[src/rtl/sram_arbiter.sv]
// Two-port (fetch / data) arbiter onto a single asynchronous 32-bit SRAM.
// Define SRAM_ARB_RR_EN for round-robin grants; otherwise the data port always wins.
module sram_arbiter #(
  parameter int unsigned WAIT_CYCLES = 1
) (
  input  logic        clk,
  input  logic        rst,
  input  logic        if_req,
  input  logic [31:0] if_addr,
  output logic [31:0] if_rdata,
  output logic        if_ready,
  output logic        if_wait,
  input  logic        mem_req,
  input  logic        mem_wr,
  input  logic [31:0] mem_addr,
  input  logic [31:0] mem_wdata,
  input  logic [3:0]  mem_be,
  output logic [31:0] mem_rdata,
  output logic        mem_ready,
  output logic        mem_wait,
  output logic [17:0] sram_addr,
  output logic [31:0] sram_dout,
  input  logic [31:0] sram_din,
  output logic        sram_doe,
  output logic        sram_ce_n,
  output logic        sram_oe_n,
  output logic        sram_we_n,
  output logic [3:0]  sram_be_n
);

  typedef enum logic [2:0] {
    StIdle, StRd, StRdDone, StWrSetup, StWr, StWrDone
  } state_e;

  localparam logic [3:0] WaitLast = 4'(WAIT_CYCLES);

  state_e      state_q, state_d;
  logic [3:0]  cnt_q, cnt_d;
  logic        owner_q, owner_d;  // 1 = data port owns the current access
  logic [17:0] addr_q, addr_d;
  logic [31:0] wdata_q, wdata_d;
  logic [3:0]  be_q, be_d;
  logic [31:0] if_rdata_q, mem_rdata_q;
  logic        grant_mem;
  logic        rd_last;
  logic        unused_addr;

  assign unused_addr = ^{if_addr[31:20], if_addr[1:0], mem_addr[31:20], mem_addr[1:0]};

`ifdef SRAM_ARB_RR_EN
  logic last_mem_q;

  assign grant_mem = mem_req & (~if_req | ~last_mem_q);

  always_ff @(posedge clk or posedge rst) begin
    if (rst) begin
      last_mem_q <= 1'b0;
    end else if (state_q == StIdle && (if_req || mem_req)) begin
      last_mem_q <= grant_mem;
    end
  end
`else
  assign grant_mem = mem_req;
`endif

  always_comb begin
    state_d = state_q;
    cnt_d   = cnt_q;
    owner_d = owner_q;
    addr_d  = addr_q;
    wdata_d = wdata_q;
    be_d    = be_q;
    rd_last = 1'b0;
    unique case (state_q)
      StIdle: begin
        cnt_d = 4'd0;
        if (if_req || mem_req) begin
          owner_d = grant_mem;
          addr_d  = grant_mem ? mem_addr[19:2] : if_addr[19:2];
          wdata_d = mem_wdata;
          be_d    = mem_be;
          state_d = (grant_mem && mem_wr) ? StWrSetup : StRd;
        end
      end
      StRd: begin
        if (cnt_q == WaitLast) begin
          rd_last = 1'b1;
          cnt_d   = 4'd0;
          state_d = StRdDone;
        end else begin
          cnt_d = cnt_q + 4'd1;
        end
      end
      StRdDone:  state_d = StIdle;
      StWrSetup: state_d = StWr;
      StWr: begin
        if (cnt_q == WaitLast) begin
          cnt_d   = 4'd0;
          state_d = StWrDone;
        end else begin
          cnt_d = cnt_q + 4'd1;
        end
      end
      StWrDone:  state_d = StIdle;
      default:   state_d = StIdle;
    endcase
  end

  always_ff @(posedge clk or posedge rst) begin
    if (rst) begin
      state_q <= StIdle;
      cnt_q   <= 4'd0;
      owner_q <= 1'b0;
      addr_q  <= 18'd0;
      wdata_q <= 32'd0;
      be_q    <= 4'd0;
    end else begin
      state_q <= state_d;
      cnt_q   <= cnt_d;
      owner_q <= owner_d;
      addr_q  <= addr_d;
      wdata_q <= wdata_d;
      be_q    <= be_d;
    end
  end

  always_ff @(posedge clk or posedge rst) begin
    if (rst) begin
      if_rdata_q  <= 32'd0;
      mem_rdata_q <= 32'd0;
    end else if (rd_last) begin
      if (owner_q) mem_rdata_q <= sram_din;
      else         if_rdata_q  <= sram_din;
    end
  end

  // Strobes decode straight from state so an async reset releases the bus at once.
  always_comb begin
    sram_ce_n = 1'b1;
    sram_oe_n = 1'b1;
    sram_we_n = 1'b1;
    sram_be_n = 4'b1111;
    sram_doe  = 1'b0;
    unique case (state_q)
      StRd: begin
        sram_ce_n = 1'b0;
        sram_oe_n = 1'b0;
        sram_be_n = 4'b0000;
      end
      StWrSetup, StWrDone: begin
        sram_ce_n = 1'b0;
        sram_doe  = 1'b1;
        sram_be_n = ~be_q;
      end
      StWr: begin
        sram_ce_n = 1'b0;
        sram_we_n = 1'b0;
        sram_doe  = 1'b1;
        sram_be_n = ~be_q;
      end
      default: ;
    endcase
  end

  assign if_ready  = (state_q == StRdDone) && !owner_q;
  assign mem_ready = ((state_q == StRdDone) && owner_q) || (state_q == StWrDone);
  assign if_wait   = if_req & ~if_ready;
  assign mem_wait  = mem_req & ~mem_ready;
  assign if_rdata  = if_rdata_q;
  assign mem_rdata = mem_rdata_q;
  assign sram_addr = addr_q;
  assign sram_dout = wdata_q;

endmodule
[config.mk]
export PLATFORM = sky130hd
export DESIGN_NAME = sram_arbiter
export DESIGN_NICKNAME = d
export VERILOG_FILES = /design/src/rtl/sram_arbiter.sv
export SDC_FILE = /design/constraint.sdc
export NUM_CORES = 1
export LEC_CHECK = 0
export ABC_AREA = 1
export BUFFER_PORTS_ARGS = -buffer_cell sky130_fd_sc_hd__buf_2
export CAP_MARGIN = 20
export CORE_MARGIN = 5
export CORE_UTILIZATION = 30
export CTS_BUF_LIST = sky130_fd_sc_hd__clkbuf_8
export DETAILED_ROUTE_END_ITERATION = 10
export PLACE_DENSITY = 0.55
export SYNTH_ARGS = -nofsm -noshare
export SYNTH_HDL_FRONTEND = slang
export SYNTH_SLANG_ARGS = --single-unit
[constraint.sdc]
create_clock -name clk -period 7.17 [get_ports clk]
set_clock_uncertainty 0.2 [all_clocks]
set_input_delay 1.0755 -clock clk [delete_from_list [all_inputs] [get_ports clk]]
set_output_delay 1.0755 -clock clk [all_outputs]
set_load 0.05 [all_outputs]
Yosys cells after proc, flatten, opt, wreduce, memory -nomap -nowiden --
Cells that the tools add are included.
Cells by class: reduce and logical (&&, ||, !) cells 15, add/subtract/negate cells 1, equal/unequal tests 9, muxes and demuxes 15, bitwise logic cells 6
Operators by type and width (count):
- $mux W18 | 1
- $pmux W4 S2 | 2
- $pmux W3 S4 | 1
- $mux W3 | 3
- $eq A3 B2 Y1 const B | 2
- $eq A3 B3 Y1 const B | 2
- $mux W1 | 6
- $ne A2 B2 Y1 const B | 3
- $reduce_and A2 Y1 | 3
- $add A4 B1 Y4 const B | 1
- $eq A4 B1 Y1 const B | 1
- $mux W4 | 1
- $not A4 Y4 | 1
- $reduce_or A4 Y1 | 1
- $eq A3 B1 Y1 const B | 1
- $logic_and A1 B1 Y1 | 3
- $logic_not A3 Y1 | 1
- $not A1 Y1 | 3
- $reduce_and A3 Y1 | 1
- $reduce_or A3 Y1 | 1
- $and A1 B1 Y1 | 2
- $logic_or A1 B1 Y1 | 2
- $mux W2 | 1
- $reduce_bool A2 Y1 | 1
- 2 further kinds | 2
Storage, ports and cells: input bits 137, register bits 126, output and inout port bits 126

Depth between registers and ports, before layout --
depth after elaboration 5, depth in mapped cells 8, mapped depth without buffers 7

Worst setup path after synthesis --
No wires, ideal clock.
path kind input to output, start point input port mem_req, end point output port mem_wait, cell stages on the path 3, arrival time 1966 ps, buffers on the path 1, setup slack 3928 ps, cell sequence inv_1 > clkbuf_1 > nor2_1
On the way: cells in the longest elaborated chain, start to end 1
RTL lines:
- from (decl) | RTL line 13 | input logic mem_req,
- $and A1 B1 Y1 | RTL line 168 | assign mem_wait = mem_req & ~mem_ready;
- to (decl) | RTL line 20 | output logic mem_wait,
No other way between the ends.

Worst setup path after layout --
Same ends and word-level chain as after synthesis.

==> run summary <==
Run status - finished, final reports clean
Final wirelength - 16.0 mm
Clk sink count - 126
Met1 GRT Util - 0.200
DR DRC count - 0
Synth area leader - dfrtp_1
Final #Nets - 963
H-tree levels - 4
Critical path's most frequent cell - buf_2
Starting Density - 0.306
Post-CTS sizing - 0
Top post-synthesis cells by area - dfrtp_1, nand2_1, nand3_1, o211ai_1, or2_2
Detailed-route via count - 4726
Max Cap Viol - 0
Main synth FF type - dfrtp_1
R2r endpoint - sram_dout[30]
Worst Hold End - mem_rdata[14]
Unrepaired setup endpoints after global routing - false
Initial DRC count - 144
Area after DPL - 6580 um^2
Class of the worst hold path - reg -> reg
Cell Chain, Critical Path - buf_2 > inv_1 > nor2_1 > buf_2
CP max stage delay - 370 ps
Detailed placement HPWL - 11.1 mm
Post-synth net total - 737
Drt via density - 4.45
Most numerous cell in the Yosys netlist - nand2_1
Syn Inst Count - 598
Hold path startpoint - mem_rdata[14]
Synth top area share - 0.595
Fin crit share - 0.483
Post-synth ARST share - 1.00
Netlist Area Pre-Place - 5300 um^2
Slew headroom - 0.369
Worst setup SP type - primary input
Clk Tree Root Cell - clkbuf_8
Netlist cell types - 22
Grt total ovfl - 0
Seq/Total Area, Yosys - 0.595
Most Crowded Layer GR - met2
Fin. Hold Viols - 0
Synth cell count leaders - nand2_1, dfrtp_1, nand3_1
Worst path required time - 5890 ps
#FFs+latches synth - 126
Vias in the first global route - 4902
Proportion of layout cells with a drive suffix above 1 - 0.355
Met2 usage - 0.256
CTS tree - yes
Clk pin slew, worst setup/hold paths - 70 ps
Crit Path Max Fanout - 22
R2r worst-path depth - 7
Syn_area_per_cell - 8.85 um^2
FILL cells - 1806
Worst-Margin Slew - 946 ps
TNS Setup - 0 ps
Hold-fix buffers at CTS - 0
# IOs - 263
# rows - 48
Reg2reg start - state_q[2]
Post-CTS setup buffers - 0
Max Root-Sink Buffers - 2
First drt pass iteration count - 4
Max frequency - 0.289 GHz
Hold depth - 2
Worst reg2reg setup slack - 4680 ps
Die H - 143 um
Overall Global Routing Usage - 0.160
Crit path max-delay cell type - buf_2
I/O Buffers - 234
Final Cell Area - 6960 um^2
Antenna-violating nets left - 0
Layout Area Growth over Synthesis - 31.5%
M3 GR Usage - 0.0640
Ys Warns - 0
CP Capture Type - output pin
Largest net degree at the start of global routing - 72
Post-synth EDFFs - 0
Final Max Tran Viols - 0
Die area - 20400 um^2
Cts bufs inserted - 17
Final setup fails - 0
First-pass GRT wire length - 25.7 mm
Worst skew pair latency - 430 ps
Critical Path AT - 2190 ps
DR WL/cell - 15.1 um
Setup CP Type - in -> out
Post-layout min period - 3470 ps
Die W - 143 um
Initial antenna violation count - 0
RePlAce Congestion - 0.805
Core ar. - 17300 um^2
# diodes - 0
per-layer routing:
layer | vias up | part of all wire
met4 | 0 | 0.012
met2 | 193 | 0.45
met3 | 14 | 0.10
met1 | 2164 | 0.44
li1 | 2355 | -
met5 | - | 0
worst max-delay path: cells and delay by family:
| family | cells | cell delay, ps |
|---|---|---|
| buffers and inverters | 3 | 950 |
| AND/OR/NAND/NOR | 1 | 150 |
sequential cells by signal, indices dropped and copies added, names as in the netlist:
name,flops
cnt_q,4
sram_addr,18
sram_dout,32
be_q,4
owner_q,1
if_rdata,32
state_q,3
mem_rdata,32
worst max path at each step:
stage	startpoint	end	depth (start not counted)
after detailed placement	mem_req	mem_wait	4
after CTS	mem_req	mem_wait	4
final	mem_req	mem_wait	4
after global routing	mem_req	mem_wait	4
after global placement	mem_req	mem_wait	4
after floorplan	rst	be_q[0]	1
logic make-up after synthesis:
family | after synthesis | synth area share
AND/OR/NAND/NOR | 392 | 0.310
flip-flops | 126 | 0.595
buffers and inverters | 47 | 0.0513
AO/OA/AOI/OAI | 30 | 0.0371
adder cells (fa/ha/maj) | 2 | 0.00473
XOR/XNOR | 1 | 0.00165
metrics by stage:
step / worst slack (ps) / cells / utilization / hold slack [ps]
6_report: 3700 / 1062 / 0.403 / 268
5_1_grt: 3560 / 1062 / 0.403 / 286
4_1_cts: 3660 / 1062 / 0.403 / 272
3_5_place_dp: 3650 / 1030 / 0.380 / 253
3_3_place_gp: 3630 / 1030 / 0.380 / 249
2_1_floorplan: 2540 / 598 / - / 237
final cells by class:
cell class | count | area (um^2) | area share
flip-flops and latches | 126 | 3150 | 0.453
multi-input cells | 425 | 1870 | 0.269
repair buffers | 241 | 1220 | 0.176
well taps | 225 | 282 | 0.0404
clock buffers | 17 | 234 | 0.0336
clock inverters | 15 | 149 | 0.0214
inverters | 13 | 51.3 | 0.00737
cell usage in the layout (no fill, tap or decap), types with 6 or more instances in the layout:
cell,synthesis,layout
nand2_1,290,290
dfrtp_1,126,126
inv_1,9,10
clkbuf_8,0,17
o21ai_0,10,10
buf_4,3,7
buf_2,13,234
nor2_1,6,6
nand3_1,72,72
o211ai_1,18,18
or2_2,18,18
Power is left out: the tool's default activity adds up to more than one toggle a clock period on the data nets, which glitch-free logic cannot reach.
